## config.mk

```make
export PLATFORM = sky130hd
export DESIGN_NAME = xs_rst_seq
export DESIGN_NICKNAME = d
export VERILOG_FILES = /design/src/rtl/xs_rst_pkg.sv /design/src/rtl/xs_rst_debounce.sv /design/src/rtl/xs_rst_seq.sv
export SDC_FILE = /design/constraint.sdc
export NUM_CORES = 1
export LEC_CHECK = 0
export ABC_AREA = 0
export ABC_CLOCK_PERIOD_IN_PS = 3440
export CAP_MARGIN = 10
export CORE_ASPECT_RATIO = 0.6
export CORE_MARGIN = 5
export CORE_UTILIZATION = 50
export CTS_CLUSTER_SIZE = 16
export DETAILED_ROUTE_END_ITERATION = 6
export PLACE_DENSITY = 0.71
export SYNTH_ARGS = -nofsm -noshare
export SYNTH_HDL_FRONTEND = slang
export SYNTH_SLANG_ARGS = --single-unit
```

## constraint.sdc

```tcl
create_clock -name sys_clk_i -period 3.44 [get_ports sys_clk_i]
set_input_delay 0.688 -clock sys_clk_i [delete_from_list [all_inputs] [get_ports sys_clk_i]]
set_output_delay 0.688 -clock sys_clk_i [all_outputs]
set_load 0.005 [all_outputs]
```

## src/rtl/xs_rst_pkg.sv

```systemverilog
// Shared types and helpers for the reset sequencer: state encoding and
// the delay-counter width rule.
package xs_rst_pkg;

  typedef enum logic [2:0] {
    S_RST   = 3'd0,
    S_CALIB = 3'd1,
    S_DEV   = 3'd2,
    S_ARM   = 3'd3,
    S_CPU   = 3'd4,
    S_RUN   = 3'd5
  } rst_state_e;

  // Wide enough to hold max(a,b)-1, never narrower than one bit.
  function automatic int dly_width(input int a, input int b);
    int m;
    m = (a > b) ? a : b;
    return ($clog2(m) < 1) ? 1 : $clog2(m);
  endfunction

endpackage

```

## src/rtl/xs_rst_debounce.sv

```systemverilog
// Button synchroniser plus debounce: the output level only toggles after
// DEB_CYCLES consecutive synced cycles that disagree with it.
module xs_rst_debounce #(
  parameter int SYNC_STAGES = 2,
  parameter int DEB_CYCLES  = 16
) (
  input  logic clk,
  input  logic rst_n,
  input  logic raw,
  output logic level
);

  localparam int CW = $clog2(DEB_CYCLES + 1);
  localparam logic [CW-1:0] CNT_LAST = CW'(DEB_CYCLES - 1);

  logic [SYNC_STAGES-1:0] sync;
  logic [CW-1:0]          cnt;
  logic                   raw_sync;

  always_ff @(posedge clk or negedge rst_n) begin
    if (!rst_n) begin
      sync <= '0;
    end else begin
      sync <= {sync[SYNC_STAGES-2:0], raw};
    end
  end

  assign raw_sync = sync[SYNC_STAGES-1];

  // Toggle on the edge the count would reach DEB_CYCLES; saturate, never wrap.
  always_ff @(posedge clk or negedge rst_n) begin
    if (!rst_n) begin
      cnt   <= '0;
      level <= 1'b0;
    end else if (raw_sync == level) begin
      cnt <= '0;
    end else if (cnt >= CNT_LAST) begin
      level <= ~level;
      cnt   <= '0;
    end else if (cnt != '1) begin
      cnt <= cnt + 1'b1;
    end
  end

endmodule

```

## src/rtl/xs_rst_seq.sv

```systemverilog
// Reset sequencer: releases the device domain after DDR calibration, then
// the core once the debounced CPU-reset button is released.
module xs_rst_seq
  import xs_rst_pkg::*;
#(
  parameter int SYNC_STAGES = 2,
  parameter int DEB_CYCLES  = 16,
  parameter int DEV_DLY     = 8,
  parameter int CPU_DLY     = 16
) (
  input  logic       sys_clk_i,
  input  logic       sys_rstn,
  input  logic       calib_done,
  input  logic       btn_n,
  output logic       dev_rstn,
  output logic       cpu_rstn,
  output logic       btn_db,
  output logic [2:0] seq_state
);

  localparam int DW = dly_width(DEV_DLY, CPU_DLY);
  localparam logic [DW-1:0] DEV_LOAD = DW'(DEV_DLY - 1);
  localparam logic [DW-1:0] CPU_LOAD = DW'(CPU_DLY - 1);

  logic [SYNC_STAGES-1:0] calib_ff;
  logic                   calib_sync;
  rst_state_e             state;
  logic [DW-1:0]          dly;

  always_ff @(posedge sys_clk_i or negedge sys_rstn) begin
    if (!sys_rstn) begin
      calib_ff <= '0;
    end else begin
      calib_ff <= {calib_ff[SYNC_STAGES-2:0], calib_done};
    end
  end

  assign calib_sync = calib_ff[SYNC_STAGES-1];

  xs_rst_debounce #(
    .SYNC_STAGES(SYNC_STAGES),
    .DEB_CYCLES (DEB_CYCLES)
  ) u_btn_deb (
    .clk  (sys_clk_i),
    .rst_n(sys_rstn),
    .raw  (btn_n),
    .level(btn_db)
  );

  // Losing calibration outranks everything once past S_CALIB, including a
  // button event seen on the same edge.
  always_ff @(posedge sys_clk_i or negedge sys_rstn) begin
    if (!sys_rstn) begin
      state    <= S_RST;
      dly      <= '0;
      dev_rstn <= 1'b0;
      cpu_rstn <= 1'b0;
    end else if ((state inside {S_DEV, S_ARM, S_CPU, S_RUN}) && !calib_sync) begin
      state    <= S_CALIB;
      dly      <= '0;
      dev_rstn <= 1'b0;
      cpu_rstn <= 1'b0;
    end else begin
      case (state)
        S_RST: begin
          state    <= S_CALIB;
          dev_rstn <= 1'b0;
          cpu_rstn <= 1'b0;
        end
        S_CALIB: begin
          dev_rstn <= 1'b0;
          cpu_rstn <= 1'b0;
          if (calib_sync) begin
            state <= S_DEV;
            dly   <= DEV_LOAD;
          end
        end
        S_DEV: begin
          if (dly == '0) begin
            state    <= S_ARM;
            dev_rstn <= 1'b1;
          end else begin
            dly <= dly - 1'b1;
          end
        end
        S_ARM: begin
          cpu_rstn <= 1'b0;
          if (btn_db) begin
            state <= S_CPU;
            dly   <= CPU_LOAD;
          end
        end
        S_CPU: begin
          if (!btn_db) begin
            state <= S_ARM;
            dly   <= '0;
          end else if (dly == '0) begin
            state    <= S_RUN;
            cpu_rstn <= 1'b1;
          end else begin
            dly <= dly - 1'b1;
          end
        end
        S_RUN: begin
          if (!btn_db) begin
            state    <= S_ARM;
            cpu_rstn <= 1'b0;
          end
        end
        default: begin
          state    <= S_RST;
          dly      <= '0;
          dev_rstn <= 1'b0;
          cpu_rstn <= 1'b0;
        end
      endcase
    end
  end

  assign seq_state = state;

endmodule

```

==> results.ini, run 1 <==
[drt]
routed_via_density=5.725
postRouteAntennaNets=0
dr.pass1.iters=4
via_count=876
drt_iter0_drc=178
wl_um=2309
drc=0
routedWlPerCell_um=15.09

[placed_design]
place_congestion=0.8707
dp_hpwl_um=1772
io_buffers=9
dpl_cell_area_um2=1211
place_ws_ns=1.390

[grt]
grt_pass1_wl_um=4126
grt_usage_pct=17.01
antenna_found_initial=0
grt_max_degree=20
grt_pass1_vias=831
gr-total-overflow=0

[outcome]
status=completed

[clock_tree]
clk_pin_slew_ns=0.07
htreeDepth=1
cts.sinks=19
post_cts_resized=0
postCtsHoldBufs=0
cts_buffer_depth=2
cts_tree=yes
clk_latency_ns=0.26
root_buffer=clkbuf_8
cts_made_buffers=3
post_cts_buffers=0

[logic_synthesis]
synthCells=114
ys_ff_latch=19
synth_ff_type=dfrtp_1
yosysMostFrequentCell=dfrtp_1
syn-cell-area_um2=1102
seq_area_frac_synth_pct=43.13
yosysWarnings=0
synth_edf_count=0
synthTopCellsByCount=dfrtp_1 (19), nor2_1 (8), o21ai_0 (8)
synth_top_area_cell=dfrtp_1
syn-num-nets=123
yosys-top-cells-area=dfrtp_1 (43%), ha_1 (5.7%), o21ai_0 (3.6%), nor2b_1 (3.4%), a21oi_1 (3.2%)
syn_area_per_cell_um2=9.669
synth.distinct_cells=39
async_flop_share_pct=100.0
synth_top_area_share_pct=43.13

[timing]
rsz0062_at_grt=false
maxSlewHeadroom_pct=46.65
skew_ns=0.004915
finalSetupViolCount=0
post-route-min-period_ns=2.230
fin_ws_ns=1.210
setup_tns_ns=0
fin_crit_sh_pct=64.84
max_slew.worst_pin.slew_ns=0.7978
finalMaxSlewViolations=0
hold_viol=0
timing.fmax_mhz=448.4

[power]
ir_worst_vdd_v=0.0004746
leakagePower_uw=0.0005388
powerDensity_nw_per_um2=819.0

[critical_path]
path_max_fanout=18
critPathLaunchType=flop
worstPathArrival_ns=1.54
required_ns=2.75
worstPathBufferInverterCount=1
cp-startpoint=seq_state[0]
max_stage_delay_ns=0.68
worst-setup-path-type=reg2out
cp-end-kind=primary output
crit_path_top_delay_cell=dfrtp_1
cpLargestDelayFamily=flip-flops
worstReg2RegStart=seq_state[1]
path_cells=clkdlybuf4s50_1

[finish]
drive_gt1_share_pct=8.943
finish.utilization_pct=59.13
syn_to_final_growth_pct=14.30
n_fill_cell=196
final_area_um2=1260
nets=133
antennaDiodeCount=0

[floorplan]
ios=10
rows=13
start_util_pct=51.73
die_w_um=70.62
core_area_um2=2131
fp.dieArea_um2=3274
die_y_um=46.37

[min_path]
min_path_type=reg2reg
min_from=calib_ff[0]

[flow_run]
cap_viol_max_count=0

## placed cells by master (no fill, tap or decap), drive strengths merged, types with 2 or more instances in the layout
cell,n
a21oi,7
and3,3
clkbuf,3
clkdlybuf4s50,9
dfrtp,19
ha,5
inv,7
mux2,2
mux2i,3
nand2,4
nand2b,2
nand3,4
nand3b,2
nor2,8
nor2b,7
nor3,4
nor4,2
o211ai,2
o21ai,8
o2bb2ai,3
xor2,2
## state kept, by name (all words and copies together) (netlist names)
name,flops
calib_ff,2
dly,4
u_btn_deb.level,1
u_btn_deb.sync,2
seq_state,3
u_btn_deb.cnt,5
dev_rstn,1
cpu_rstn,1
## path summary, 6_finish.rpt
| check | slack [ns] | cells after the start | to |
|---|---|---|---|
| worst min register to register | 0.35 | 0 | calib_ff[1] |
| min in group asynchronous | 0.89 | 1 | u_btn_deb.sync[0] |
| max in group asynchronous | 2.05 | 1 | cpu_rstn |
| worst max register to register | 1.34 | 5 | seq_state[1] |
| worst max-delay path | 1.21 | 1 | seq_state[0] |
| worst min-delay path | 0.35 | 0 | calib_ff[1] |
## area by class of cell
cell class / instances / area (µm²) / share of cell area [%]
clock buffers: 3 / 41.29 / 3.277
flip-flops and latches: 19 / 475.5 / 37.74
multi-input cells: 84 / 581.8 / 46.18
inverters: 7 / 26.28 / 2.085
well taps: 30 / 37.54 / 2.979
repair buffers: 9 / 90.09 / 7.150
clock inverters: 1 / 7.507 / 0.5958
## power by group
| group | total (µW) | switching [µW] | internal (µW) | leakage (µW) |
|---|---|---|---|---|
| sequential | 370 | 98.5 | 271 | 0.000244 |
| combinational | 503 | 265 | 238 | 0.000273 |
| clock | 159 | 77.1 | 81.7 | 0.0000217 |
| total | 1030 | 441 | 591 | 0.000539 |
## metrics by stage
| step | power [µW] | hold slack [ns] | std cells |
|---|---|---|---|
| CTS | 1027 | 0.3596 | 153 |
| finish | 1032 | 0.3548 | 153 |
| detailed placement | 864.1 | 0.3419 | 149 |
| floorplan | 722.5 | 0.3312 | 114 |
| global placement | 857.3 | 0.3315 | 149 |
| global route | 1125 | 0.3705 | 153 |
## kinds of logic (layout without fill, tap and decap cells)
family,Yosys count,after routing,synth area share [%]
muxes,5,5,4.767
buffers and inverters,11,20,4.086
adders and majority gates,5,5,5.675
and+or+nand+nor,42,42,22.25
DFF,19,19,43.13
AOI/OAI and AO/OA,29,29,17.71
xor gates and xnor gates,3,3,2.384
## metal layers
metal / track usage, % / share of wire [%] / vias up
met5: 0 / 0 / -
met2: 24.16 / 39 / 29
met3: 5.664 / 6.8 / 4
met1: 24.73 / 53 / 413
li1: - / - / 430
met4: 4.494 / 1.1 / 0
Note: power is estimated with default switching activity, not from simulation.
==> inputs of run 2 (changes only) <==
ABC_CLOCK_PERIOD_IN_PS = 1900   (was 3440)
PLACE_DENSITY = 0.74   (was 0.71)
clock period = 1.9 ns   (was 3.44 ns; I/O delays follow)
==> run 2 against run 1 <==
  * Final cell count is 3.9% higher
  * Combinational power is 120% higher
  * Worst hold slack worse by 0.0019 ns
  * Die area stayed put
  * Clock skew is 0.00092 ns higher
  * Routed wire length is 4.2% lower
  * Sequential power is 51% higher
  * Count of clock-buffer cells in the layout is 1 higher
  * Setup slack worse by 1.1 ns
  * First-iteration DRC count is 46% lower
  * Clock power is 76% higher
  * Utilization is 2.1 points higher
==> results.ini, run 2 (synthesis results as in run 1) <==
[flow_run]
cap_viol_max_count=0  ; unchanged

[finish]
largest_register_ffs=5  ; unchanged
syn_to_final_growth_pct=18.27
mostFrequentLayoutCells=dfrtp_1 (19), clkdlybuf4s50_1 (9), nor2_1 (8), o21ai_0 (8)
final_common_cell=dfrtp_1
nets=139  ; +4.5%
finalNonFillerCells=159  ; +3.9%
final_area_um2=1304  ; +3.5%
antennaDiodeCount=0  ; unchanged
largest-register=u_btn_deb.cnt
drive_gt1_share_pct=13.18  ; +4.2 points

[floorplan]
die_y_um=46.37  ; unchanged
fp.dieArea_um2=3274  ; unchanged
core_area_um2=2131  ; unchanged
start_util_pct=51.73  ; unchanged
rows=13  ; unchanged
ios=10  ; unchanged
die_w_um=70.62  ; unchanged

[drt]
postRouteAntennaNets=0  ; unchanged
routedWlPerCell_um=13.91  ; -7.9%
wl_um=2211  ; -4.2%
dr.pass1.iters=4  ; unchanged
via_count=902  ; +3.0%
drt_iter0_drc=97  ; -46%
routed_via_density=5.673  ; -0.92%
drc=0  ; unchanged

[grt]
grt_usage_pct=15.39  ; -1.6 points
antenna_found_initial=0  ; unchanged
grt_pass1_wl_um=3822  ; -7.4%
gr-total-overflow=0  ; unchanged
grt_pass1_vias=832  ; +0.12%
grt_max_degree=20  ; unchanged

[timing]
fin_ws_ns=0.07490  ; -1.135 ns
rsz0062_at_grt=false
post-route-min-period_ns=1.825
finalSetupViolCount=0  ; unchanged
setup_tns_ns=0  ; unchanged
timing.fmax_mhz=547.9
max_slew.worst_pin.slew_ns=0.3604  ; -0.4374 ns
fin_crit_sh_pct=96.06
skew_ns=0.005838  ; +0.0009230 ns
finalMaxSlewViolations=0  ; unchanged
maxSlewHeadroom_pct=75.97  ; +29 points
hold_viol=0  ; unchanged

[min_path]
min_path_type=reg2reg

[power]
ir_worst_vdd_v=0.0006259  ; +32%
leakagePower_uw=0.0005687  ; +5.6%
design_power_total_uw=1932  ; +87%
powerDensity_nw_per_um2=1482  ; +81%

[placed_design]
dp_hpwl_um=1639  ; -7.5%
dpl_cell_area_um2=1256  ; +3.7%
place_ws_ns=0.08922  ; -1.301 ns
dpl.cell_count=155  ; +4.0%
place_congestion=0.9388  ; +7.8%
io_buffers=9  ; unchanged

[critical_path]
worst-setup-path-type=reg2reg
max_stage_delay_ns=0.42  ; -0.26 ns
cp-end-kind=flop
crit_path_top_delay_cell=or3b_4
worstPathBufferInverterCount=1  ; unchanged
cpLargestDelayFamily=simple AND/OR/NAND/NOR gates
path_max_fanout=5  ; -13
worstPathArrival_ns=2.00  ; +0.46 ns
critPathLaunchType=flop
path_cells=inv_1 -> ha_2 -> or3b_4 -> a2111oi_2 -> nand4_1 -> o211ai_1
required_ns=2.07  ; -0.68 ns

[clock_tree]
cts_made_buffers=3  ; unchanged
root_buffer=clkbuf_8
clk_latency_ns=0.26  ; about the same
cts_tree=yes
cts.sinks=19  ; unchanged
htreeDepth=1  ; unchanged
post_cts_buffers=0  ; unchanged
cts_buffer_depth=2  ; unchanged
clk_pin_slew_ns=0.06  ; about the same

[outcome]
status=completed

## run 2: cell count changes in the layout (fill, tap and decap cells not counted)
cell        before  now
clkbuf_1         0    1
clkinvlp_4       1    0
ha_2             0    1
ha_1             5    4
buf_4            0    6
## run 2: worst paths after layout
kind / startpoint / endpoint / slack, ns / depth (start not counted)
max in group asynchronous: sys_rstn / dly[0] / 1.24 / 2
min reg2reg: calib_ff[0] / calib_ff[1] / 0.35 / 0
min: calib_ff[0] / calib_ff[1] / 0.35 / 0
max: dly[0] / dly[0] / 0.07 / 6
min in group asynchronous: sys_rstn / seq_state[2] / 0.45 / 2
max reg2reg: dly[0] / dly[0] / 0.07 / 6
## run 2: final cells by class
cell class | instances | area, µm²
fillers | 176 | 827.0
multi-input cells | 84 | 584.3
flip-flops and latches | 19 | 475.5
repair buffers | 15 | 135.1
clock buffers | 4 | 45.04
well taps | 30 | 37.54
inverters | 7 | 26.28
## run 2: through the flow
stage / util, % / hold WS, ns
floorplan: - / 0.08441
global placement: 58.95 / 0.3318
detailed placement: 58.95 / 0.3412
CTS: 61.07 / 0.3563
global route: 61.19 / 0.3615
finish: 61.19 / 0.3529
## run 2: report_power, final
part           internal (µW)  switching [µW]  total [µW]
combinational            506             589        1090
sequential               493            64.0         557
clock                    149             131         280
## run 2: what timing repair did
item,CTS,global route
gates resized for setup,0,1
hold buffers,0,0
hold endpoints to repair,0,0
endpoints found under the setup margin,0,1
## run 2: worst register-to-register path: stages, from the launching register on
cell and delay, ns:
dfrtp_1 0.39, inv_1 0.12, ha_2 0.22, or3b_4 0.42, a2111oi_2 0.35, nand4_1 0.15
o211ai_1 0.10
## run 2: metal layers
metal	part of all wire, %	track usage (%)
met4	1.2	5.618
met5	0	0
met2	40	22.68
met3	8.1	6.972
met1	50	20.08
==> inputs of run 3 (changes only) <==
CAP_MARGIN = 20   (was 10)
==> results of run 3 <==
Same layout as run 2: the final DEF is identical, and so are final timing and power.
